File: src/rtl/mlp_pkg.sv
// Shared constants and types for the MLP inference back end (action selection).
// Provides the action count, Q-value format, LFSR constants and the selector FSM states.
package mlp_pkg;

    localparam int unsigned OUT_DIM = 10;
    localparam int unsigned Q_W     = 16;
    localparam int unsigned IDX_W   = 4;
    localparam int unsigned N_W     = IDX_W + 1;
    localparam int unsigned EPS_W   = 9;
    localparam int unsigned LFSR_W  = 16;

    localparam logic [LFSR_W-1:0] LFSR_DEFAULT = 16'hACE1;
    // x^16 + x^14 + x^13 + x^11 + 1, right-shifting Galois form
    localparam logic [LFSR_W-1:0] LFSR_TAPS    = 16'hB400;
    localparam logic [Q_W-1:0]    Q_MIN        = 16'h8000;

    typedef enum logic [2:0] {
        IDLE   = 3'd0,
        SCAN   = 3'd1,
        DECIDE = 3'd2,
        PICK   = 3'd3,
        DONE   = 3'd4
    } sel_state_e;

endpackage

File: src/rtl/lfsr16.sv
// 16-bit right-shifting Galois LFSR with seed load.
// Ports: clk, rst (sync, active-high), load/seed (zero seed maps to LFSR_DEFAULT),
//        step (advance one position), value (current state).
module lfsr16
    import mlp_pkg::*;
(
    input  logic              clk,
    input  logic              rst,
    input  logic              load,
    input  logic [LFSR_W-1:0] seed,
    input  logic              step,
    output logic [LFSR_W-1:0] value
);

    // An all-zero state would lock up, so a zero seed falls back to the default.
    always_ff @(posedge clk) begin
        if (rst) begin
            value <= LFSR_DEFAULT;
        end else if (load) begin
            value <= (seed == '0) ? LFSR_DEFAULT : seed;
        end else if (step) begin
            value <= value[0] ? ((value >> 1) ^ LFSR_TAPS) : (value >> 1);
        end
    end

endmodule

File: src/rtl/action_selector.sv
// Epsilon-greedy action selector: sequential argmax over legal Q-values, with
// optional uniform exploration among legal actions driven by a 16-bit LFSR.
// Ports: clk, rst (sync, active-high); start/q_vec/action_mask/explore_en/epsilon
//        request inputs sampled in IDLE; seed_load/seed reseed the LFSR in IDLE;
//        busy, done (1-cycle pulse), action, q_max, explored, none_valid results.
module action_selector
    import mlp_pkg::*;
(
    input  logic                          clk,
    input  logic                          rst,
    input  logic                          start,
    input  logic [0:OUT_DIM-1][Q_W-1:0]   q_vec,
    input  logic [OUT_DIM-1:0]            action_mask,
    input  logic                          explore_en,
    input  logic [EPS_W-1:0]              epsilon,
    input  logic                          seed_load,
    input  logic [LFSR_W-1:0]             seed,
    output logic                          busy,
    output logic                          done,
    output logic [IDX_W-1:0]              action,
    output logic [Q_W-1:0]                q_max,
    output logic                          explored,
    output logic                          none_valid
);

    localparam logic [IDX_W-1:0] LAST_IDX = IDX_W'(OUT_DIM - 1);

    sel_state_e state, state_nxt;

    logic [0:OUT_DIM-1][Q_W-1:0] q_r;
    logic [OUT_DIM-1:0]          mask_r;
    logic                        explore_en_r;
    logic [EPS_W-1:0]            eps_r;
    logic [IDX_W-1:0]            idx;
    logic [N_W-1:0]              cnt;
    logic signed [Q_W-1:0]       best;
    logic [IDX_W-1:0]            best_idx;
    logic [N_W-1:0]              n_valid;
    logic [N_W-1:0]              k_r;
    logic                        explore_r;
    logic [IDX_W-1:0]            sel;
    logic [LFSR_W-1:0]           lfsr_val;

    logic                        lfsr_load_c;
    logic                        lfsr_step_c;
    logic                        explore_c;
    logic [12:0]                 k_prod_c;
    logic [N_W-1:0]              k_c;
    logic                        scan_better_c;
    logic                        pick_hit_c;

    lfsr16 u_lfsr (
        .clk   (clk),
        .rst   (rst),
        .load  (lfsr_load_c),
        .seed  (seed),
        .step  (lfsr_step_c),
        .value (lfsr_val)
    );

    // State register
    always_ff @(posedge clk) begin
        if (rst) state <= IDLE;
        else     state <= state_nxt;
    end

    // Next-state logic
    always_comb begin
        state_nxt = state;
        case (state)
            IDLE:    if (start) state_nxt = SCAN;
            SCAN:    if (idx == LAST_IDX) state_nxt = DECIDE;
            DECIDE:  state_nxt = explore_c ? PICK : DONE;
            PICK:    if (pick_hit_c) state_nxt = DONE;
            DONE:    state_nxt = IDLE;
            default: state_nxt = IDLE;
        endcase
    end

    // Control strobes and per-cycle decisions
    always_comb begin
        lfsr_load_c   = (state == IDLE) && seed_load;
        lfsr_step_c   = (state == DECIDE);
        explore_c     = explore_en_r && (n_valid != '0) &&
                        ({1'b0, lfsr_val[7:0]} < eps_r);
        // Scales the upper LFSR byte onto 0..n_valid-1
        k_prod_c      = 13'(lfsr_val[15:8]) * 13'(n_valid);
        k_c           = N_W'(k_prod_c >> 8);
        // First legal element always wins so ties resolve to the lowest index
        scan_better_c = ($signed(q_r[idx]) > best) || (n_valid == '0);
        pick_hit_c    = mask_r[idx] && (cnt == k_r);
    end

    // Datapath and registered outputs
    always_ff @(posedge clk) begin
        if (rst) begin
            q_r          <= '0;
            mask_r       <= '0;
            explore_en_r <= 1'b0;
            eps_r        <= '0;
            idx          <= '0;
            cnt          <= '0;
            best         <= Q_MIN;
            best_idx     <= '0;
            n_valid      <= '0;
            k_r          <= '0;
            explore_r    <= 1'b0;
            sel          <= '0;
            busy         <= 1'b0;
            done         <= 1'b0;
            action       <= '0;
            q_max        <= Q_MIN;
            explored     <= 1'b0;
            none_valid   <= 1'b0;
        end else begin
            done <= 1'b0;
            busy <= (state_nxt != IDLE);
            case (state)
                IDLE: begin
                    if (start) begin
                        q_r          <= q_vec;
                        mask_r       <= action_mask;
                        explore_en_r <= explore_en;
                        eps_r        <= epsilon;
                        idx          <= '0;
                        best         <= Q_MIN;
                        best_idx     <= '0;
                        n_valid      <= '0;
                    end
                end
                SCAN: begin
                    if (mask_r[idx]) begin
                        n_valid <= n_valid + N_W'(1);
                        if (scan_better_c) begin
                            best     <= $signed(q_r[idx]);
                            best_idx <= idx;
                        end
                    end
                    idx <= idx + IDX_W'(1);
                end
                DECIDE: begin
                    explore_r <= explore_c;
                    k_r       <= k_c;
                    idx       <= '0;
                    cnt       <= '0;
                end
                PICK: begin
                    if (pick_hit_c)       sel <= idx;
                    else if (mask_r[idx]) cnt <= cnt + N_W'(1);
                    idx <= idx + IDX_W'(1);
                end
                DONE: begin
                    done       <= 1'b1;
                    action     <= explore_r ? sel : best_idx;
                    q_max      <= best;
                    explored   <= explore_r;
                    none_valid <= (n_valid == '0);
                end
                default: ;
            endcase
        end
    end

endmodule
File: config.mk
export PLATFORM = sky130hd
export DESIGN_NAME = action_selector
export DESIGN_NICKNAME = d
export VERILOG_FILES = /design/src/rtl/mlp_pkg.sv /design/src/rtl/lfsr16.sv /design/src/rtl/action_selector.sv
export SDC_FILE = /design/constraint.sdc
export NUM_CORES = 1
export LEC_CHECK = 0
export CORE_ASPECT_RATIO = 0.7
export CORE_MARGIN = 1.5
export CORE_UTILIZATION = 57
export CTS_CLUSTER_DIAMETER = 30
export DETAILED_ROUTE_END_ITERATION = 8
export HOLD_SLACK_MARGIN = 0.1
export PLACE_DENSITY = 0.85
export SLEW_MARGIN = 20
export SYNTH_ARGS = -nofsm -noshare
export SYNTH_HDL_FRONTEND = slang
export SYNTH_SLANG_ARGS = --single-unit
File: constraint.sdc
create_clock -name clk -period 5.8 [get_ports clk]
set_input_delay 1.16 -clock clk [delete_from_list [all_inputs] [get_ports clk]]
set_output_delay 1.16 -clock clk [all_outputs]
set_load 0.02 [all_outputs]
# --- After elaboration in Yosys (flattened, before gate mapping) ---
# Cells that the tools add are included.
op_classes:
  n_bitwise: 2
  addsub: 3
  reduce_logical: 21
  multipliers: 1
  n_lt_le_gt_ge: 4
  n_mux: 31
  eq_ne: 11
op_table:
  columns: ["cell", "count"]
  rows:
  - ["two-way mux 16 bit", 9]
  - ["binary-select mux 16 bit (select 4 bit)", 1]
  - ["one-hot mux 16 bit (2 select lines)", 1]
  - ["two-way mux 5 bit", 4]
  - ["one-hot mux 5 bit (2 select lines)", 2]
  - ["greater-than comparator 16 bit", 1]
  - ["zero test 16 bit", 1]
  - ["two-way mux 4 bit", 4]
  - ["multiplier 8 x 5 -> 13 bit", 1]
  - ["two-way mux 3 bit", 4]
  - ["one-hot mux 3 bit (4 select lines)", 1]
  - ["one-hot mux 4 bit (3 select lines)", 1]
  - ["adder 5 x 1 -> 5 bit (second input constant)", 2]
  - ["inequality test 2 bit (second input constant)", 5]
  - ["less-than comparator 8 x 9 -> 1 bit", 1]
  - ["one-hot mux 4 bit (2 select lines)", 1]
  - ["equality test 3 x 2 -> 1 bit (second input constant)", 2]
  - ["AND reduction 2 bit", 3]
  - ["AND reduction 3 bit", 2]
  - ["nonzero test 2 bit", 3]
  - ["nonzero test 3 bit", 2]
  - ["equality test 5 bit", 1]
  - [">= comparator 5 bit (second input constant)", 1]
  - ["zero test 5 bit", 1]
  - ["15 further kinds", 19]
word_totals:
  output_inout_bits: 24
  ff_bits: 267
  elab_cells: 102

# --- Longest topological paths before layout ---
# Gate-level depths: netlist of the first run.
logic_depth:
  word_depth: 9
  ltp_mapped: 15
  depth_no_buf: 14

# --- Hierarchy ---
# From an unflattened synthesis of the first run, not the netlist that was laid out.
hier_totals:
  hier_cells: 1492
  hier_area_um2: 12709.7
by_module_without_submodules:
  columns: ["module", "cells_per_inst", "instances", "area_per_inst_um2", "seq_area_each_um2"]
  rows:
  - ["action_selector", 1404, 1, 11833.8, 5024.8]
  - ["lfsr16", 88, 1, 875.8, 320.3]

# --- Worst setup path after synthesis of the first run ---
# No wires, ideal clock.
synth_path:
  kind: "reg2reg"
  start: "register n_valid[2]"
  end: "register k_r[4]"
  arrival_time_ps: 3755
  n_path_buf: 1
  synth_period_minus_slack_ps: 3840
  stages_incl_launch_ff: 15
  required_ps: 5714
  slack_ps: 1960
  path_cell_list: "dfxtp_1 clkbuf_1 and2_1 fa_1 fa_1 inv_1 fa_1 inv_1 ha_1 o21a_1 and4_1 a221oi_1 o21bai_1 xnor2_1 a211oi_1"
synth_between:
  elab_chain_len: 1
synth_lines:
  columns: ["item", "line_no", "rtl"]
  rows:
  - ["start: declaration", "action_selector.sv:38", "logic [N_W-1:0] n_valid;"]
  - ["start signal: assignment", "action_selector.sv:133", "n_valid <= n_valid + N_W'(1);"]
  - ["multiplier 8 x 5 -> 13 bit", "action_selector.sv:87", "k_prod_c = 13'(lfsr_val[15:8]) * 13'(n_valid);"]
  - ["end signal: assignment", "action_selector.sv:143", "k_r <= k_c;"]
  - ["end: declaration", "action_selector.sv:39", "logic [N_W-1:0] k_r;"]
# No other way between the ends.
# A chain may end at the register's enable or synchronous reset.

# --- Worst setup path after layout of the first run ---
layout_path:
  start: "register idx[0]"
  end: "register best[9]"
layout_between:
  elab_chain_len: 8
  elab_cells_between_ends: 14
layout_lines:
  columns: ["item", "line_no", "rtl"]
  rows:
  - ["start: declaration", "action_selector.sv:34", "logic [IDX_W-1:0] idx;"]
  - ["start signal: assignment", "action_selector.sv:139", "idx <= idx + IDX_W'(1);"]
  - ["start signal: assignment", "action_selector.sv:150", "idx <= idx + IDX_W'(1);"]
  - ["inverter 4 -> 5 bit (implied by the code)", "action_selector.sv:90, action_selector.sv:135", null]
  - ["binary-select mux 16 bit (select 4 bit)", "action_selector.sv:90, action_selector.sv:135", null]
  - ["two-way mux 16 bit (implied by the code) (2 in a row)", "action_selector.sv:90, action_selector.sv:135", null]
  - ["greater-than comparator 16 bit", "action_selector.sv:90", "scan_better_c = ($signed(q_r[idx]) > best) || (n_valid == '0);"]
  - ["logical OR 1 bit", "action_selector.sv:90", null]
  - ["inequality test 2 bit (no line)", null, null]
  - ["AND reduction 4 bit (no line)", null, null]
  - ["end signal: assignment", "action_selector.sv:135", "best <= $signed(q_r[idx]);"]
  - ["end: declaration", "action_selector.sv:36", "logic signed [Q_W-1:0] best;"]
# Parallel ways exist; a longest one is shown, timed or not. The select of a mux whose other input is x is not followed.

==> impl_metrics.json, run 1 <==
{
  "worstSetupStartpointType": "flip-flop",
  "yosys_warnings": 0,
  "holdPathStages": 2,
  "outcome": "complete, no violations",
  "fin_crit_sh": 0.747,
  "dr.pass1.iters": 6,
  "clkTransAtPathRegs_ns": 0.06,
  "drive_above_1_share": 0.0711,
  "maxCapViolations": 0,
  "final_nets": 1938,
  "die_x_um": 182,
  "grt_pass1_wl_um": 57800,
  "reg2reg_to": "best[9]$_SDFFE_PP0P_",
  "wl_um": 36500,
  "mostFrequentLayoutCell": "nand2_1",
  "critPathMaxFanout": 47,
  "cts_buffers": 36,
  "syn-num-nets": 1781,
  "min_period_ns": 4.33,
  "antenna_found_initial": 0,
  "setup_viol": 0,
  "synth_edf_count": 0,
  "fin_util": 0.739,
  "ctsLongestPathBuffers": 3,
  "p_leak_uw": 0.00608,
  "cts_num_sinks": 267,
  "cp_data_required_time_ns": 6.13,
  "viasPerCell": 5.81,
  "crit_end": "best[9]$_SDFFE_PP0P_",
  "synth_top_area_share": 0.419,
  "hp-class": "flip-flop to flip-flop",
  "grt.overflow.total": 0,
  "die_area_um2": 23300,
  "htree_levels": 2,
  "timing.critical_path.from": "idx[0]$_SDFFE_PP0P_",
  "synth_cells": 1517,
  "hold_viol_final": 0,
  "avgSynthCellArea_um2": 8.42,
  "netlist_area_um2": 12800,
  "worstMarginPinSlew_ns": 1.10,
  "yosysTopAreaCell": "dfxtp_1",
  "path_class": "flip-flop to flip-flop",
  "cts_resized": 0,
  "drc": 0,
  "worst_r2r_path_depth": 10,
  "ys_ff_latch": 267,
  "synth-seq-area-share": 0.419,
  "start_util": 0.584,
  "num_vias": 11500,
  "rows": 45,
  "relSlewSlack": 0.267,
  "cts_hold_buf": 0,
  "antenna_left": 0,
  "cts_tree": "built",
  "r2r-start": "idx[0]$_SDFFE_PP0P_",
  "fin_setup_tns_ns": 0,
  "grt_pass1_vias": 10900,
  "antenna_cells": 0,
  "coreArea_um2": 21800,
  "die_y_um": 128,
  "postSynth.asyncResetShare": 0,
  "ff2ff_setup_slack_ns": 1.47,
  "whs_ns": 0.454,
  "grt_max_degree": 163,
  "hpwlAfterDp_um": 26200,
  "syn_to_final_growth_pct": 26.4,
  "synthTopCellsByArea": "dfxtp_1, nand2_1, a21oi_1, mux4_2, ha_1",
  "powerDensity_nw_per_um2": 292,
  "ios": 224,
  "grt_use_total": 0.316,
  "endpoint_kind": "flip-flop",
  "synth_cell_types": 62,
  "portBuffers": 223,
  "arrival_ns": 4.66,
  "root_buffer": "clkbuf_16",
  "rsz0062_at_grt": "false",
  "slew_violations": 0,
  "synthFlopType": "dfxtp_1",
  "ir_worst_vdd_v": 0.000197,
  "layout_common_cells": "nand2_1, dfxtp_1, a21oi_1",
  "wl_per_cell_um": 18.4,
  "cts_setup_buffers": 0,
  "drtIter0Drc": 1199,
  "gp_congestion": 0.887,
  "clock.fmax_mhz": 231,
  "fin_skew_ns": 0.0262,
  "insertion_delay_ns": 0.52
}
[cells by family (layout without fill, tap and decap cells)]
| logic type | count (synthesis) | in the layout | share of synthesized area |
|---|---|---|---|
| mux | 76 | 76 | 0.0933 |
| compound gates | 322 | 322 | 0.144 |
| simple gates | 605 | 605 | 0.206 |
| fa+ha+maj | 64 | 64 | 0.0727 |
| flops | 267 | 267 | 0.419 |
| xor+xnor | 16 | 16 | 0.0110 |
| buf+inv | 167 | 352 | 0.0538 |
[sequential cells by signal (all words and copies together) (netlist names), 3 cells and up]
register and count:
u_lfsr.value 16, best_idx 4, cnt 5, k_r 5, q_max 16, sel 4, best 16, eps_r 9
q_r 160, action 4, mask_r 10, idx 4, state 3, n_valid 5
[cell type report]
| class | count | area, um^2 |
|---|---|---|
| Multi-Input combinational cell | 1083 | 6740 |
| Tap cell | 282 | 353 |
| Clock buffer | 46 | 1010 |
| Clock inverter | 20 | 171 |
| Timing Repair Buffer | 232 | 2300 |
| Inverter | 54 | 203 |
| Fill cell | 1627 | 5710 |
| Sequential cell | 267 | 5350 |
[worst max-delay path, cell delays in order (launching register included)]
cell     delay, ns
dfxtp_4       0.86
mux4_2        0.59
mux2i_1       0.39
o22ai_1       0.21
ha_1          0.36
a21oi_1       0.18
a21oi_1       0.09
o211a_1       0.22
a31oi_1       0.34
o211a_1       0.65
o32ai_1       0.17
[where the power goes]
part / switching (uW) / internal [uW] / leakage (uW)
Sequential: 86.8 / 1930 / 0.00219
Combinational: 271 / 270 / 0.00332
Clock: 853 / 1300 / 0.000571
Total: 1210 / 3490 / 0.00608
[how the worst min path moves through the flow]
| stage | from | to | slack, ns |
|---|---|---|---|
| 4_1_cts | q_r[96]$_SDFFE_PP0P_ | q_r[96]$_SDFFE_PP0P_ | 0.45 |
| 3_3_place_gp | q_r[111]$_SDFFE_PP0P_ | q_r[111]$_SDFFE_PP0P_ | 0.44 |
| 5_1_grt | best[6]$_SDFFE_PP0P_ | q_max[6]$_SDFFE_PP0P_ | 0.46 |
| 2_1_floorplan | mask_r[1]$_SDFFE_PP0P_ | mask_r[1]$_SDFFE_PP0P_ | 0.43 |
| 6_report | best[6]$_SDFFE_PP0P_ | q_max[6]$_SDFFE_PP0P_ | 0.45 |
| 3_5_place_dp | q_r[96]$_SDFFE_PP0P_ | q_r[96]$_SDFFE_PP0P_ | 0.44 |
[stage by stage]
| stage | total power [uW] | cell area, um^2 | setup WS (ns) | std cells |
|---|---|---|---|---|
| after floorplan | 2340 | 12800 | 1.96 | 1517 |
| after global placement | 2570 | 15000 | 1.73 | 1918 |
| after detailed placement | 2580 | 15000 | 1.67 | 1918 |
| after CTS | 4700 | 16100 | 1.62 | 1984 |
| after global routing | 4860 | 16100 | 1.34 | 1984 |
| final | 4710 | 16100 | 1.47 | 1984 |
[cell usage after synthesis, types with 5 or more instances]
cell      count
o21ai_0      14
nor2_1       45
a21o_1        8
a211oi_1      6
nand4_1       6
a21oi_1     231
nor3_1        9
and2_1       31
xor2_1       12
clkbuf_1     77
nand2b_1     21
fa_1         17
buf_1        10
buf_2        21
nand2_1     430
o22ai_1      15
ha_1         47
mux2i_1      41
inv_1        54
o32ai_1      19
dfxtp_1     267
nand3_1      22
and4_1        5
nor4_1       10
mux4_2       33
or3_1         6
[per-layer routing]
metal,global-route usage,wire [um],part of all wire
met5,0,0,0
met4,0.100,973,0.027
met3,0.0602,2990,0.082
met2,0.501,16400,0.45
met1,0.438,16200,0.44
(Power assumes the default switching activity.)
==> run 2, diff against run 1 <==
--- a/config.mk
+++ b/config.mk
@@ -7,11 +7,11 @@
 export LEC_CHECK = 0
 export CORE_ASPECT_RATIO = 0.7
 export CORE_MARGIN = 1.5
-export CORE_UTILIZATION = 57
+export CORE_UTILIZATION = 48
 export CTS_CLUSTER_DIAMETER = 30
 export DETAILED_ROUTE_END_ITERATION = 8
 export HOLD_SLACK_MARGIN = 0.1
-export PLACE_DENSITY = 0.85
+export PLACE_DENSITY = 0.77
 export SLEW_MARGIN = 20
 export SYNTH_ARGS = -nofsm -noshare
 export SYNTH_HDL_FRONTEND = slang
==> constraint.sdc (replaced) <==
create_clock -name clk -period 3.78 [get_ports clk]
set_input_delay 0.756 -clock clk [delete_from_list [all_inputs] [get_ports clk]]
set_output_delay 0.756 -clock clk [all_outputs]
set_load 0.02 [all_outputs]
==> impl_metrics.json, run 2 (synthesized netlist as in run 1, its figures left out) <==
{
  "slew_violations": 0,
  "fillers": 2126,
  "final_nets": 1982,
  "viasPerCell": 5.50,
  "dp_cells": 2027,
  "powerDensity_nw_per_um2": 472,
  "post_dp_cell_area_um2": 15400,
  "num_vias": 11600,
  "drtIter0Drc": 874,
  "p_total_uw": 8020,
  "mostFrequentLayoutCell": "nand2_1",
  "grt.overflow.total": 0,
  "grt_use_total": 0.262,
  "root_buffer": "clkbuf_16",
  "design_area_um2": 17000,
  "dr.pass1.iters": 5,
  "die_y_um": 139,
  "largest_reg_flops": 160,
  "path_cells": "and2_4 -> fa_1 -> fa_1 -> inv_1 -> fa_1 -> inv_1 -> ha_2 -> a21o_1 -> a21o_1 -> a221oi_2 -> buf_4 -> xnor2_1 -> nand2_1 -> a21oi_1",
  "hp-class": "flip-flop to flip-flop",
  "cts_num_sinks": 267,
  "rsz0062_at_grt": "false",
  "worstSetupStartpointType": "flip-flop",
  "endpoint_kind": "flip-flop",
  "worstMarginPinSlew_ns": 1.12,
  "cts_tree": "built",
  "start_util": 0.492,
  "cts_buffers": 40,
  "instances_no_fill": 2108,
  "ir_worst_vdd_v": 0.000284,
  "hpwlAfterDp_um": 25700,
  "wl_per_cell_um": 17.3,
  "rows": 49,
  "arrival_ns": 4.05,
  "max_stage_delay_ns": 0.55,
  "gp_congestion": 0.882,
  "pre_cts_slack_ns": -0.0905,
  "syn_to_final_growth_pct": 33.1,
  "fin_skew_ns": 0.0279,
  "relSlewSlack": 0.252,
  "fin_util": 0.655,
  "crit_top_cell": "fa_1",
  "maxCapViolations": 0,
  "critPathMaxFanout": 5,
  "die_area_um2": 27600,
  "layout_common_cells": "nand2_1, dfxtp_1, a21oi_1",
  "htree_levels": 2,
  "setup_viol": 0,
  "cpMaxStageDelayCell": "fa_1",
  "grt_pass1_wl_um": 57600,
  "grt_max_degree": 173,
  "wl_um": 36500,
  "cts_hold_buf": 0,
  "clock.fmax_mhz": 275,
  "cp_data_required_time_ns": 4.20,
  "path_class": "flip-flop to flip-flop",
  "fin_crit_sh": 0.961,
  "cp_num_buf_inv": 3,
  "setup_slack_ns": 0.147,
  "antenna_found_initial": 2,
  "ios": 224,
  "ctsLongestPathBuffers": 3,
  "insertion_delay_ns": 0.54,
  "min_period_ns": 3.63,
  "drc": 0,
  "portBuffers": 223,
  "regMostFlops": "q_r",
  "coreArea_um2": 25900,
  "p_leak_uw": 0.00647,
  "hold_viol_final": 0,
  "die_x_um": 198,
  "antenna_left": 0,
  "clkTransAtPathRegs_ns": 0.05,
  "drive_above_1_share": 0.108,
  "outcome": "complete, no violations",
  "crit_family": "adder cells",
  "grt_pass1_vias": 11200
}
## run 2: changes by cell type in the layout (fill, tap and decap cells not counted), moves of 3 or more
cell | previous run | this run
and2_1 | 30 | 26
and2_4 | 1 | 5
buf_12 | 0 | 6
buf_4 | 9 | 43
bufinv_16 | 1 | 7
clkbuf_1 | 5 | 2
clkbuf_16 | 38 | 42
clkinv_2 | 7 | 3
clkinv_4 | 3 | 7
clkinvlp_4 | 5 | 1
dfxtp_1 | 265 | 259
dfxtp_2 | 1 | 5
ha_1 | 47 | 43
ha_4 | 0 | 3
## run 2: worst paths after layout
check             cells past startpoint                     from                      to  slack [ns]
hold / removal                        2   mask_r[9]$_SDFFE_PP0P_  mask_r[9]$_SDFFE_PP0P_        0.45
setup reg to reg                     14  n_valid[2]$_SDFFE_PP0P_     k_r[3]$_SDFFE_PP0P_        0.15
setup / recovery                     14  n_valid[2]$_SDFFE_PP0P_     k_r[3]$_SDFFE_PP0P_        0.15
hold reg to reg                       2   mask_r[9]$_SDFFE_PP0P_  mask_r[9]$_SDFFE_PP0P_        0.45
## run 2: per-layer routing
metal | share of wire | track usage | vias to the layer above
li1 | - | - | 5556
met1 | 0.44 | 0.362 | 5520
met2 | 0.45 | 0.412 | 434
met3 | 0.073 | 0.0480 | 76
met4 | 0.033 | 0.0964 | 2
met5 | 0.00036 | 0 | -
## run 2: layout make-up
cell class,count,area [um^2],share of cell area
Antenna cell,1,2.50,0.000147
Clock buffer,48,1110,0.0655
Clock inverter,26,377,0.0222
Inverter,54,203,0.0119
Multi-Input combinational cell,1083,6810,0.401
Sequential cell,267,5360,0.316
Tap cell,357,447,0.0263
Timing Repair Buffer,272,2680,0.158
## run 2: worst register-to-register path: cells and delay by family (launching register included)
kind / cells / cell delay, ns
DFF: 1 / 0.36
and+or+nand+nor: 2 / 0.23
buffers and inverters: 3 / 0.26
adders and majority gates: 4 / 1.76
xor gates and xnor gates: 1 / 0.10
AOI/OAI and AO/OA: 4 / 0.83
## run 2: report_power, final
part / switching (uW) / internal, uW / leakage [uW]
clock: 1440 / 2620 / 0.000730
sequential: 95.6 / 2960 / 0.00219
combinational: 456 / 452 / 0.00355
total: 1990 / 6030 / 0.00647
## run 2: repair_timing
action,4_1_cts,5_1_grt
pin swaps,0,16
buffers inserted,0,6
resized for setup,2,18
endpoints found under the setup margin,3,19
## run 2: stage by stage
step | hold slack [ns] | TNS (ns)
floorplan | 0.432 | 0
global placement | 0.440 | 0
detailed placement | 0.445 | -0.162
CTS | 0.453 | 0
global route | 0.466 | 0
finish | 0.451 | 0
